--- src/rtl/fifo_new_pkg.sv ---
// Shared constants and helpers for the fifo_new block.
package fifo_new_pkg;

  localparam int DEFAULT_WIDTH = 8;
  localparam int DEFAULT_DEPTH = 8;

  // One extra bit beyond the address acts as the wrap bit.
  function automatic int ptr_width(input int depth);
    return $clog2(depth) + 1;
  endfunction

endpackage

--- src/rtl/fifo_new_ram.sv ---
// DEPTH x WIDTH storage with one synchronous write port and one registered read port.
module fifo_new_ram
  import fifo_new_pkg::*;
#(
  parameter int WIDTH = DEFAULT_WIDTH,
  parameter int DEPTH = DEFAULT_DEPTH,
  parameter int AW    = $clog2(DEPTH)
) (
  input  logic             clk,
  input  logic             reset,
  input  logic             we,
  input  logic [AW-1:0]    waddr,
  input  logic [WIDTH-1:0] wdata,
  input  logic             re,
  input  logic [AW-1:0]    raddr,
  output logic [WIDTH-1:0] rdata
);

  logic [WIDTH-1:0] mem_q [DEPTH];
  logic [WIDTH-1:0] rdata_q;
  logic [WIDTH-1:0] rdata_d;

  // Read data holds unless a read is accepted.
  always_comb begin
    if (re) begin
      rdata_d = mem_q[raddr];
    end else begin
      rdata_d = rdata_q;
    end
  end

  // Storage array is intentionally not reset.
  always_ff @(posedge clk) begin
    if (we) begin
      mem_q[waddr] <= wdata;
    end
  end

  // Registered read port; a same-address write returns the old word.
  always_ff @(posedge clk) begin
    if (reset) begin
      rdata_q <= {WIDTH{1'b0}};
    end else begin
      rdata_q <= rdata_d;
    end
  end

  assign rdata = rdata_q;

endmodule

--- src/rtl/fifo_new.sv ---
// Synchronous FIFO: pointer, flag and control logic around fifo_new_ram.
module fifo_new
  import fifo_new_pkg::*;
#(
  parameter int WIDTH = DEFAULT_WIDTH,
  parameter int DEPTH = DEFAULT_DEPTH
) (
  input  logic             clk,
  input  logic             reset,
  input  logic             en,
  input  logic             rd,
  input  logic             wr,
  input  logic [WIDTH-1:0] dataIn,
  output logic [WIDTH-1:0] dataOut,
  output logic             empty,
  output logic             full
);

  localparam int PW = ptr_width(DEPTH);
  localparam int AW = PW - 1;

  logic [PW-1:0] wr_ptr_q, wr_ptr_d;
  logic [PW-1:0] rd_ptr_q, rd_ptr_d;
  logic          rd_ok_s;
  logic          wr_ok_s;

  assign empty = (rd_ptr_q == wr_ptr_q);
  assign full  = (rd_ptr_q[AW-1:0] == wr_ptr_q[AW-1:0]) && (rd_ptr_q[AW] != wr_ptr_q[AW]);

  // A write into a full FIFO is allowed only when a read frees a slot on the same edge.
  assign rd_ok_s = en && rd && !empty && !reset;
  assign wr_ok_s = en && wr && (!full || rd_ok_s) && !reset;

  // Next-pointer computation; wrap is natural overflow of the PW-bit counter.
  always_comb begin
    if (wr_ok_s) begin
      wr_ptr_d = wr_ptr_q + {{(PW-1){1'b0}}, 1'b1};
    end else begin
      wr_ptr_d = wr_ptr_q;
    end
    if (rd_ok_s) begin
      rd_ptr_d = rd_ptr_q + {{(PW-1){1'b0}}, 1'b1};
    end else begin
      rd_ptr_d = rd_ptr_q;
    end
  end

  // Pointer registers.
  always_ff @(posedge clk) begin
    if (reset) begin
      wr_ptr_q <= {PW{1'b0}};
      rd_ptr_q <= {PW{1'b0}};
    end else begin
      wr_ptr_q <= wr_ptr_d;
      rd_ptr_q <= rd_ptr_d;
    end
  end

  fifo_new_ram #(
    .WIDTH (WIDTH),
    .DEPTH (DEPTH),
    .AW    (AW)
  ) u_ram (
    .clk   (clk),
    .reset (reset),
    .we    (wr_ok_s),
    .waddr (wr_ptr_q[AW-1:0]),
    .wdata (dataIn),
    .re    (rd_ok_s),
    .raddr (rd_ptr_q[AW-1:0]),
    .rdata (dataOut)
  );

endmodule

--- config.mk ---
export PLATFORM = sky130hd
export DESIGN_NAME = fifo_new
export DESIGN_NICKNAME = d
export VERILOG_FILES = /design/src/rtl/fifo_new_pkg.sv /design/src/rtl/fifo_new_ram.sv /design/src/rtl/fifo_new.sv
export SDC_FILE = /design/constraint.sdc
export NUM_CORES = 1
export LEC_CHECK = 0
export CORE_UTILIZATION = 46
export CTS_BUF_LIST = sky130_fd_sc_hd__clkbuf_4
export CTS_CLUSTER_SIZE = 28
export DETAILED_ROUTE_END_ITERATION = 8
export GPL_TIMING_DRIVEN = 0
export PLACE_DENSITY = 0.75
export SKIP_CTS_REPAIR_TIMING = 1
export SLEW_MARGIN = 20
export SYNTH_ARGS = -nofsm -noshare
export SYNTH_HDL_FRONTEND = slang
export SYNTH_HIERARCHICAL = 1
export SYNTH_SLANG_ARGS = --single-unit
--- constraint.sdc ---
create_clock -name clk -period 4.3 [get_ports clk]
set_input_delay 0.645 -clock clk [delete_from_list [all_inputs] [get_ports clk]]
set_output_delay 0.645 -clock clk [all_outputs]
set_load 0.02 [all_outputs]
==> results of run 1 <==
[worst max-delay path, cell delays in order, from the launching register on]
cell and delay, ns:
dfxtp_1 0.55, xnor2_1 0.25, nand2_1 0.12, nor3_1 0.28, clkdlybuf4s50_1 0.66
[per-layer routing]
layer / part of all wire / vias to the layer above / wire length (µm) / GRT usage
met4: 0.018 / 0 / 104 / 0.0730
li1: - / 959 / - / -
met3: 0.058 / 9 / 335 / 0.0556
met1: 0.43 / 946 / 2490 / 0.199
met5: 0 / - / 0 / 0
met2: 0.49 / 41 / 2860 / 0.276
[kinds of logic after synthesis]
kind of cell / synth area share
AND/OR/NAND/NOR: 0.0829
buffers and inverters: 0.0297
AO/OA/AOI/OAI: 0.0884
adder cells (fa/ha/maj): 0.00743
flip-flops: 0.666
XOR/XNOR: 0.0182
multiplexers: 0.107
[cells in the mapped netlist, types with 3 or more instances]
cell type | number | area share
a211oi_1 | 6 | 0.013
o22ai_1 | 7 | 0.013
a221o_1 | 7 | 0.021
inv_1 | 3 | 0.0033
dfxtp_1 | 16 | 0.095
buf_1 | 3 | 0.0033
nand2_1 | 8 | 0.0089
mux2_2 | 16 | 0.054
xnor2_1 | 5 | 0.013
nand2b_1 | 4 | 0.0074
edfxtp_1 | 64 | 0.57
nor2_1 | 21 | 0.023
mux2i_1 | 17 | 0.051
nor3_1 | 8 | 0.012
[stage by stage]
stage	cell area [µm²]	hold slack (ns)
global placement	3710	0.475
CTS	3900	0.498
floorplan	3370	0.547
finish	3900	0.494
detailed placement	3720	0.481
global route	3900	0.523
[layout make-up]
class	instances	area share
inverter	3	0.00288
multi-input combinational	134	0.265
clock inverter	7	0.0304
buffer	10	0.0228
sequential	80	0.574
clock buffer	9	0.0173
tap	96	0.0308
timing repair buffer	22	0.0564
[state kept, by name (all words and copies together), names as in the netlist]
| signal | cells |
|---|---|
| u_ram/mem_q | 64 |
| u_ram/rdata | 8 |
| rd_ptr_q | 4 |
| wr_ptr_q | 4 |
[final timing paths]
path | endpoint | cells past startpoint | slack, ns | from
setup / recovery | empty | 4 | 1.41 | wr_ptr_q[0]
hold / removal | u_ram/rdata[0] | 2 | 0.49 | u_ram/rdata[0]
hold reg to reg | u_ram/rdata[0] | 2 | 0.49 | u_ram/rdata[0]
setup reg to reg | u_ram/mem_q[2][1] | 5 | 1.67 | wr_ptr_q[1]
[power groups by stage]
stage               registers [W]  logic (W)  clock network [W]
finish                   0.000850   0.000114           0.000539
global route             0.000851   0.000122           0.000571
CTS                      0.000850   0.000114           0.000550
detailed placement       0.000868   0.000114                  0
global placement         0.000867   0.000112                  0
floorplan                0.000870  0.0000681                  0
==> results, run 1 <==
- For this configuration, the core starts out at a cell density of 0.485.
- The wire length per cell after detailed routing is 16.0 µm.
- The number of vias after detailed routing is just under 2000.
- In this run the cell area of the synthesized design comes to 3370 µm².
- The clock tree from TritonCTS is built.
- After the last flow step, the layout net total stands at approximately 280.
- The share of the Yosys chip area taken by registers is 0.666.
- The height of the die is slightly below 90 µm.
- The global-route wire length before repair is 9050 µm.
- The first routing iteration left around 110 violations.
- The first detailed-routing pass took 5 iterations.
- The clock period minus worst slack is between 2 and 3 ns.
- The final number of setup-violating endpoints is 0.
- In the layout the commonest cells are edfxtp_1, clkdlybuf4s50_1, nor2_1.
- The setup clock skew after layout is slightly above 0.02 ns.
- The clock latency reported for the late side of the worst-skew pair is 0.41 ns.
- The flip-flop and latch area is approximately 2200 µm².
- The number of buffers created by CTS is 9.
- The arrival time of data at the critical path endpoint is around 2.3 ns.
- Relative to the synthesized area, the layout overhead comes to 15.9%.
- The repair_antennas step left the layout with diodes totalling 0.
- Among all flip-flop cells after synthesis, the most frequent one is edfxtp_1.
- The run finished with clean final reports.
- The class of the most critical hold timing path is flip-flop to flip-flop.
- In the global route stage, overall resource usage came out at 0.166.
- The transition time at the pin with the least slew margin is between 0.8 and 0.9 ns.
- In this run the core area contains 30 standard-cell rows.
- The number of flops mapped to enable cells by yosys is 64.
- The period utilization is 0.673.
- The analysis attributes to net switching a power of between 0.0003 and 0.0004 W.
- The post-route DRC violation count is 0.
- The part of the total power dissipated in sequential elements is 0.566.
- Of all flip-flops after synthesis, the portion carrying an async set or reset was 0.
- The share of total power in combinational logic is 0.076.
- The static power due to leakage is approximately 1.3 nW.
- The core box area is ~7000 µm².
- The completed layout was analyzed and its total power is 0.00150 W.
- Based on the critical path, the design can be clocked at up to about 0.35 GHz.
- The detailed-route wire length is approximately 5800 µm.
- The tool flagged a number of max-cap violations equal to 0.
- The data required time at the worst endpoint is approximately 3.7 ns.
- Input and output buffers added on the ports amount to 22.
- The initial antenna violation count is 0.
- The fraction of the core area covered by cells at the end of the flow is 0.562.
- Timing analysis after detailed placement gives a worst setup slack of 1.36 ns.
- The clock sink count is 80.
- The cell internal power dissipation is about 0.0012 W.
- The launching element type of the critical path is a flip-flop.
- Of the total power, the share spent switching nets is 0.205.
- Setup repair after global routing left no endpoint under its margin.
- Synthesis produced 227 cells.
- The filler-free cell count of the finished design is around 360.
- The final-report max-slew violation count is 0.
- The worst pin sits at a relative slew slack of 0.398.
- The buffer type at the clock tree root is clkbuf_4.
- The biggest fanout along the worst timing path is 10.
- The start-to-end type of the worst setup path is flip-flop to output port.
- The pin count of the biggest net entering global routing is 15.
- Of the cells placed in the final design, the portion with a size suffix greater than 1 is 0.174.
- The number of H-tree branching levels is 3.
- The horizontal extent of the die is 87.6 µm.
- The die covers ~7700 µm².
- The hold violation total from the final report came to 0.
- After layout, the worst setup slack is roughly 1.4 ns.
- For the final routed database, the setup TNS stands at 0 ns.
- The footprint of the multi-input gates is 1030 µm².
- The peak ir drop on the vdd network is roughly 200 µV.
- Dividing the detail-routed via count by the number of cells gives about 5.4.
- The clock passes through at most 2 buffers.
- Power spread over the standard cell area amounts to about 380 nW/µm².
- The via count of the first global-routing pass came to about 1800.
- Yosys mapped the design onto between 40 and 50 distinct sky130hd cell types.
- After synthesis the netlist holds a flip-flop and latch count of 80.
- The clock transition at the register clock pins on the worst setup and hold paths after CTS is about 0.13 ns.
- After detailed placement, the design holds a cell count of 345.
- The detailed placement HPWL is approximately 3900 µm.
- After global routing the overflow that remains totals 0.
- The number of nets produced by synthesis is 242.
- The congestion estimate from routability-driven global placement came to about 0.78.
- The commonest non-fill, non-tap cell in the layout is edfxtp_1.
- The type of element capturing the critical path is an output port.
- The antenna violation net count after detailed routing is 0.
- The total number of yosys warnings is 6.
- The number of filler instances in the final layout is ~560.
- Of the total power, the clock network draws 0.359.
- The average cell area after synthesis is 14.8 µm².
- The number of primary I/O pins is 23.
No activity file was read; power rests on OpenSTA's default activity.
==> run 2: changes to the inputs <==
PLACE_DENSITY = 0.77   (was 0.75)
clock period = 2.4 ns   (was 4.3 ns; I/O delays follow)
==> results, run 2 (synthesis gave the netlist of run 1 again) <==
- The residual overflow from global routing came to 0 (unchanged).
- The buffer levels on the longest clock path is 2 (unchanged).
- The final worst slack is 0.0294 ns (-1.38 ns).
- The hold violation total from the final report was 0 (unchanged).
- The final number of setup-violating endpoints is 0 (unchanged).
- The area enclosed by the die boundary is 7670 µm² (unchanged).
- The buffer type at the clock tree root is clkbuf_4.
- The initial cell density of the core is 0.485 (unchanged).
- Dividing the final minimum period by the clock period gives 0.988.
- The peak ir drop on the vdd network is 447 µV (+120%).
- The quantity of I/O buffers inserted on ports came to 22 (unchanged).
- The proportion of layout cells with a drive suffix above 1 is 0.228 (+0.0546).
- The DRC marker count from the first detailed-route iteration is 156 (+38%).
- The final-report max-slew violation count is 0 (unchanged).
- The total cell area at the placement stage is 3720 µm² (unchanged).
- TritonCTS built the clock tree.
- The initial antenna violation count is 0 (unchanged).
- The number of antenna cells inserted is 0 (unchanged).
- The data required time at the worst endpoint is 2.45 ns (-1.20 ns).
- The post-route DRC violation count was 0 (unchanged).
- The antenna violation net count after detailed routing was 0 (unchanged).
- The class of the most critical hold timing path is flip-flop to flip-flop.
- The via count normalized by instance count is 5.74 (+5.9%).
- The number of buffer and inverter stages on the critical path came to 0 (-1).
- The detailed-route wire length came to 6690 µm (+16%).
- The wire length per cell after detailed routing came to 18.6 µm (+16%).
- The worst setup path is of the flip-flop to flip-flop kind.
- The clock sink count was 80 (unchanged).
- The run finished with clean final reports.
- The arrival time of data at the critical path endpoint came to 2.42 ns (+0.17 ns).
- The number of H-tree branching levels is 3 (unchanged).
- The internal reg-to-reg setup slack came to 0.03 ns (-1.64 ns).
- The cell type of the slowest stage on the worst timing path is dfxtp_1.
- The final RePlAce weighted congestion is 0.758 (-3.5%).
- Setup repair after global routing could not meet its margin everywhere.
- The placement-stage worst setup slack was -0.274 ns (-1.63 ns).
- The clock latency reported for the late side of the worst-skew pair is 0.41 ns (about the same).
- The global-route wire length before repair was 10200 µm (+13%).
- The design area came to 3880 µm² (-0.58%).
- The max-capacitance violation count is 0 (unchanged).
- The number of buffers created by CTS is 9 (unchanged).
- The longest individual stage delay on the worst path was 0.56 ns (-0.10 ns).
- The detailed placement HPWL is 4290 µm (+11%).
- The biggest fanout along the worst timing path is 10 (unchanged).
- The core box area is 6940 µm² (unchanged).
- The via count of the first global-routing pass is 1962 (+6.8%).
- The horizontal extent of the die came to 87.6 µm (unchanged).
- The combined global-route utilization of all metal layers came to 0.190 (+0.0239).
- The transition time at the pin with the least slew margin is 0.792 ns (-0.107 ns).
- The pin count of the biggest net entering global routing is 13 (-2).
- The post-synthesis to final-layout area growth is 15.3%.
- The worst-case headroom to the max-slew limit is 0.470 (+0.0719).
- The final net count is 275 (unchanged).
- The power density over the cells is 608 nW/µm² (+58%).
- The setup clock skew after layout is 0.0171 ns (-0.00343 ns).
- The number of optimization iterations in the first detailed-route pass is 4 (-1).
- Derived from the worst setup path, the maximum achievable clock frequency is 0.422 GHz.
- The family with the most delay on the worst path is simple AND/OR/NAND/NOR gates.
- The total number of placement rows is 30 (unchanged).
- The launching element type of the critical path is a flip-flop.
- The number of primary I/O pins was 23 (unchanged).
- The flip-flop count of the largest register, all copies and words added is 64 (unchanged).
- The static power due to leakage is 1.26 nW (-0.72%).
- The number of vias after detailed routing is 2059 (+5.3%).
- The type of element capturing the critical path is a flip-flop.
- The clock transition at the register clock pins on the worst setup and hold paths after CTS is 0.12 ns (about the same).
- Counting I/O delays and the setup requirement, the final critical path takes ~2.4 ns.
- The library cells used most frequently in the layout, excluding fill and tap cells, are edfxtp_1, clkdlybuf4s50_1, mux2i_1.
- The largest register by flop count is u_ram/mem_q.
- The commonest non-fill, non-tap cell in the layout is edfxtp_1.
- The signal on the critical path passes through xor2_2, nor2_1, nor3_1, nand2_1, nor2_2.
- The height of the die is 87.6 µm (unchanged).
-- run 2: cell count changes in the layout (fill, tap and decap cells not counted), moves of 2 or more --
| cell | previous run | this run |
|---|---|---|
| nor2_1 | 21 | 15 |
| nor2_2 | 0 | 6 |
| dfxtp_1 | 16 | 11 |
| dfxtp_2 | 0 | 4 |
| bufinv_16 | 3 | 0 |
| clkinv_2 | 0 | 3 |
| clkdlybuf4s50_1 | 22 | 20 |
| dlymetal6s2s_1 | 0 | 2 |
| nor3_2 | 2 | 0 |
| nor3_4 | 0 | 2 |
| xnor2_1 | 5 | 3 |
| xnor2_2 | 0 | 2 |
-- run 2: stage by stage --
step	instances	setup TNS [ns]	utilization	total power [W]	hold WS, ns
3_5_place_dp	345	-16.30	0.535	0.00176	0.488
2_1_floorplan	227	0	-	0.00168	0.459
3_3_place_gp	345	-20.09	0.534	0.00176	0.482
6_report	359	0	0.559	0.00236	0.497
4_1_cts	359	-13.72	0.550	0.00237	0.504
5_1_grt	359	-1.65	0.559	0.00244	0.530
-- run 2: metal layers --
| layer | up-vias | GRT usage | share of wire |
|---|---|---|---|
| met2 | 91 | 0.326 | 0.52 |
| met1 | 1009 | 0.233 | 0.40 |
| li1 | 955 | - | - |
| met3 | 4 | 0.0566 | 0.070 |
| met4 | 0 | 0.0596 | 0.0052 |
| met5 | - | 0 | 0 |
-- run 2: path summary, 6_finish.rpt --
path	start	endpoint	depth (start not counted)
worst max-delay path	rd_ptr_q[1]	u_ram/mem_q[5][5]	5
worst min-delay path	u_ram/rdata[3]	u_ram/rdata[3]	2
worst max register to register	rd_ptr_q[1]	u_ram/mem_q[5][5]	5
worst min register to register	u_ram/rdata[3]	u_ram/rdata[3]	2
-- run 2: worst reg2reg max path: stages (launching register included) --
cell and delay, ns:
dfxtp_1 0.56, xor2_2 0.31, nor2_1 0.11, nor3_1 0.27, nand2_1 0.23, nor2_2 0.53
-- run 2: cell type report --
class / instances / area [µm²]
Fill cell: 550 / 3060
Sequential cell: 80 / 2250
Multi-Input combinational cell: 134 / 1080
Timing Repair Buffer: 22 / 225
Tap cell: 96 / 120
Buffer: 10 / 90.1
Clock buffer: 10 / 75.1
Clock inverter: 4 / 23.8
Inverter: 3 / 11.3
-- run 2: power by group --
part           total (W)  internal, W  switching, W
Sequential       0.00153      0.00151     0.0000178
Combinational   0.000211     0.000102      0.000108
Clock           0.000620     0.000210      0.000410
Total            0.00236      0.00182      0.000536
==> run 3: changes to the inputs <==
--- a/constraint.sdc
+++ b/constraint.sdc
@@ -3,2 +3,2 @@
 set_output_delay 0.36 -clock clk [all_outputs]
-set_load 0.02 [all_outputs]
+set_load 0.05 [all_outputs]
==> results, run 3 (synthesis gave the netlist of run 1 again) <==
- The switching fraction of total power is 0.234 (+0.00656).
- The met1 layer usage reported by global route is 0.226 (-0.00744).
- The number of optimization iterations in the first detailed-route pass is 4 (unchanged).
- The number of filler instances in the final layout is 524 (-4.7%).
- The number of buffers created by CTS is 9 (unchanged).
- The placement-stage worst setup slack is -0.286 ns (-0.0123 ns).
- The arrival time of data at the critical path endpoint came to 2.52 ns (+0.10 ns).
- The top achievable clock speed came to 0.418 GHz (-0.90%).
- The buffer levels on the longest clock path is 2 (unchanged).
- The proportion of layout cells with a drive suffix above 1 came to 0.242 (+0.0135).
- The post-route DRC violation count came to 0 (unchanged).
- The commonest non-fill, non-tap cell in the layout is edfxtp_1.
- The antenna violation net count after detailed routing is 0 (unchanged).
- The number of antenna cells inserted is 0 (unchanged).
- The combined global-route utilization of all metal layers is 0.182 (-0.00849).
- The data required time at the worst endpoint came to 2.53 ns (+0.08 ns).
- The global-route layer with the greatest usage is met2.
- The residual overflow from global routing came to 0 (unchanged).
- The logic depth of the worst register-to-register path came to 7 (+2).
- The filler-free cell count of the finished design is 365 (+1.7%).
- The longest individual stage delay on the worst path is 0.50 ns (-0.06 ns).
- The horizontal extent of the die came to 87.6 µm (unchanged).
- The number of primary I/O pins is 23 (unchanged).
- The DRC marker count from the first detailed-route iteration is 292 (+87%).
- The number of buffer and inverter stages on the critical path is 1 (+1).
- The area growth from synthesis to layout is 17.4%.
- The type of element capturing the critical path is a flip-flop.
- The number of H-tree branching levels came to 3 (unchanged).
- The via count normalized by instance count was 5.74 (+0.12%).
- Leaving out fill and tap cells, the most frequent cells in the layout are edfxtp_1, clkdlybuf4s50_1, mux2i_1.
- The area enclosed by the die boundary came to 7670 µm² (unchanged).
- The final net count is 279 (+1.5%).
- The global-route wire length before repair was 9960 µm (-2.7%).
- The total number of placement rows came to 30 (unchanged).
- The worst-case headroom to the max-slew limit is 0.485 (+0.0152).
- The power density over the cells is 636 nW/µm² (+4.7%).
- By startpoint and endpoint, the worst setup path is classified as flip-flop to flip-flop.
- The pin count of the biggest net entering global routing is 15 (+2).
- The total power consumption of the routed design is 0.00252 W (+6.6%).
- The final worst slack was 0.00782 ns (-0.0216 ns).
- The detailed placement HPWL is 4220 µm (-1.6%).
- The launch instance of the worst min-delay path is u_ram/rdata[0].
- The flow ran to the end, and the final reports show no timing, DRC or antenna violations.
- The post-placement cell count was 345 (unchanged).
- The height of the die is 87.6 µm (unchanged).
- The cell type of the slowest stage on the worst timing path is dfxtp_2.
- The peak ir drop on the vdd network was 367 µV (-18%).
- The final number of setup-violating endpoints is 0 (unchanged).
- The class of the most critical hold timing path is flip-flop to flip-flop.
- The clock transition at the register clock pins on the worst setup and hold paths after CTS was 0.12 ns (about the same).
- The max-capacitance violation count is 0 (unchanged).
- Clock tree synthesis selected as its root buffer the cell clkbuf_4.
- The power spent charging and discharging nets is 0.000588 W (+9.7%).
- The share of power burned in the clock network is 0.300 (+0.037).
- The final RePlAce weighted congestion is 0.752 (-0.73%).
- The global routing usage on met2 is 0.301 (-0.0249).
- The origin of the critical flop-to-flop path is wr_ptr_q[0].
- The global-route track usage on met3 was 0.0452 (-0.0113).
- STA classifies the critical path startpoint as a flip-flop.
- The clock sink count came to 80 (unchanged).
- The biggest fanout along the worst timing path came to 10 (unchanged).
- The core box area is 6940 µm² (unchanged).
- The share of total power in combinational logic is 0.093 (+0.004).
- The cell internal power dissipation came to 0.00193 W (+5.7%).
- The period utilization is 0.997 (+0.00900).
- The count of cells along the worst hold path came to 2 (unchanged).
- The final-report max-slew violation count is 0 (unchanged).
- The quantity of I/O buffers inserted on ports is 22 (unchanged).
- The initial cell density of the core is 0.485 (unchanged).
- The register with the most flip-flops in the final layout is u_ram/mem_q.
- The transition time at the pin with the least slew margin is 0.770 ns (-0.0228 ns).
- The launching instance or port of the critical path is wr_ptr_q[0].
- The initial antenna violation count is 0 (unchanged).
- The setup clock skew after layout came to 0.0142 ns (-0.00291 ns).
- The cell count along the critical path is 7 (+2).
- The part of the total power dissipated in sequential elements was 0.607 (-0.041).
- The detailed-route wire length came to 6590 µm (-1.5%).
- Traced cell by cell, the critical path runs through xnor2_1, nand4b_1, nor2_1, nor3_1, nand2_1, nor3_4, buf_4.
- The family with the most delay on the worst path is simple AND/OR/NAND/NOR gates.
- The total negative slack was 0 ns (unchanged).
- The wire length per cell after detailed routing is 18.1 µm (-3.1%).
- The flip-flop count of the largest register, all copies and words added is 64 (unchanged).
- The clock tree from TritonCTS is built.
- The via count of the first global-routing pass is 1993 (+1.6%).
- The number of vias after detailed routing was 2096 (+1.8%).
- The static power due to leakage is 1.27 nW (+0.58%).
- The clock period minus worst slack is 2.39 ns (+0.0216 ns).
- The hold violation total from the final report is 0 (unchanged).
- The clock latency reported for the late side of the worst-skew pair is 0.41 ns (about the same).
[run 3: changes by cell type in the layout (fill, tap and decap cells not counted), sizes merged]
cell,delta
buf,+3
dlymetal6s2s,-2
clkinv,-1
clkinvlp,+2
inv,+1
bufinv,+1
clkbuf,+2
[run 3: power by group through the flow]
stage / clock network, W / registers (W) / logic (W)
after floorplan: 0 / 0.00157 / 0.000131
final: 0.000755 / 0.00153 / 0.000234
after global routing: 0.000842 / 0.00153 / 0.000251
after CTS: 0.000786 / 0.00152 / 0.000228
after global placement: 0 / 0.00155 / 0.000223
after detailed placement: 0 / 0.00156 / 0.000228
[run 3: area by class of cell]
class,count,area (µm²),share of cell area
flip-flops and latches,80,2250,0.569
multi-input cells,134,1100,0.280
repair buffers,26,240,0.0608
well taps,96,120,0.0304
plain buffers,10,91.3,0.0231
clock inverters,7,70.1,0.0177
clock buffers,9,67.6,0.0171
inverters,3,11.3,0.00285
[run 3: final timing paths]
path                        to  slack, ns
max reg2reg  u_ram/mem_q[4][0]      0.008
min             u_ram/rdata[0]       0.50
min reg2reg     u_ram/rdata[0]       0.50
max          u_ram/mem_q[4][0]      0.008
[run 3: routing by layer]
metal	part of all wire	vias to the layer above	wire [µm]
li1	-	964	-
met1	0.40	1043	2620
met2	0.52	79	3450
met3	0.062	10	408
met4	0.017	0	113
met5	0	-	0
[run 3: worst reg2reg max path, stage by stage (launching register included)]
cell and delay [ns]:
dfxtp_2 0.50, xnor2_1 0.18, nand4b_1 0.25, nor2_1 0.09, nor3_1 0.29, nand2_1 0.33, nor3_4 0.29, buf_4 0.19
[run 3: stage by stage]
| stage | util | cell area (µm²) | hold WS, ns |
|---|---|---|---|
| final | 0.569 | 3950 | 0.504 |
| after floorplan | - | 3370 | 0.459 |
| after global placement | 0.535 | 3710 | 0.477 |
| after CTS | 0.556 | 3860 | 0.510 |
| after detailed placement | 0.536 | 3720 | 0.492 |
| after global routing | 0.569 | 3950 | 0.523 |
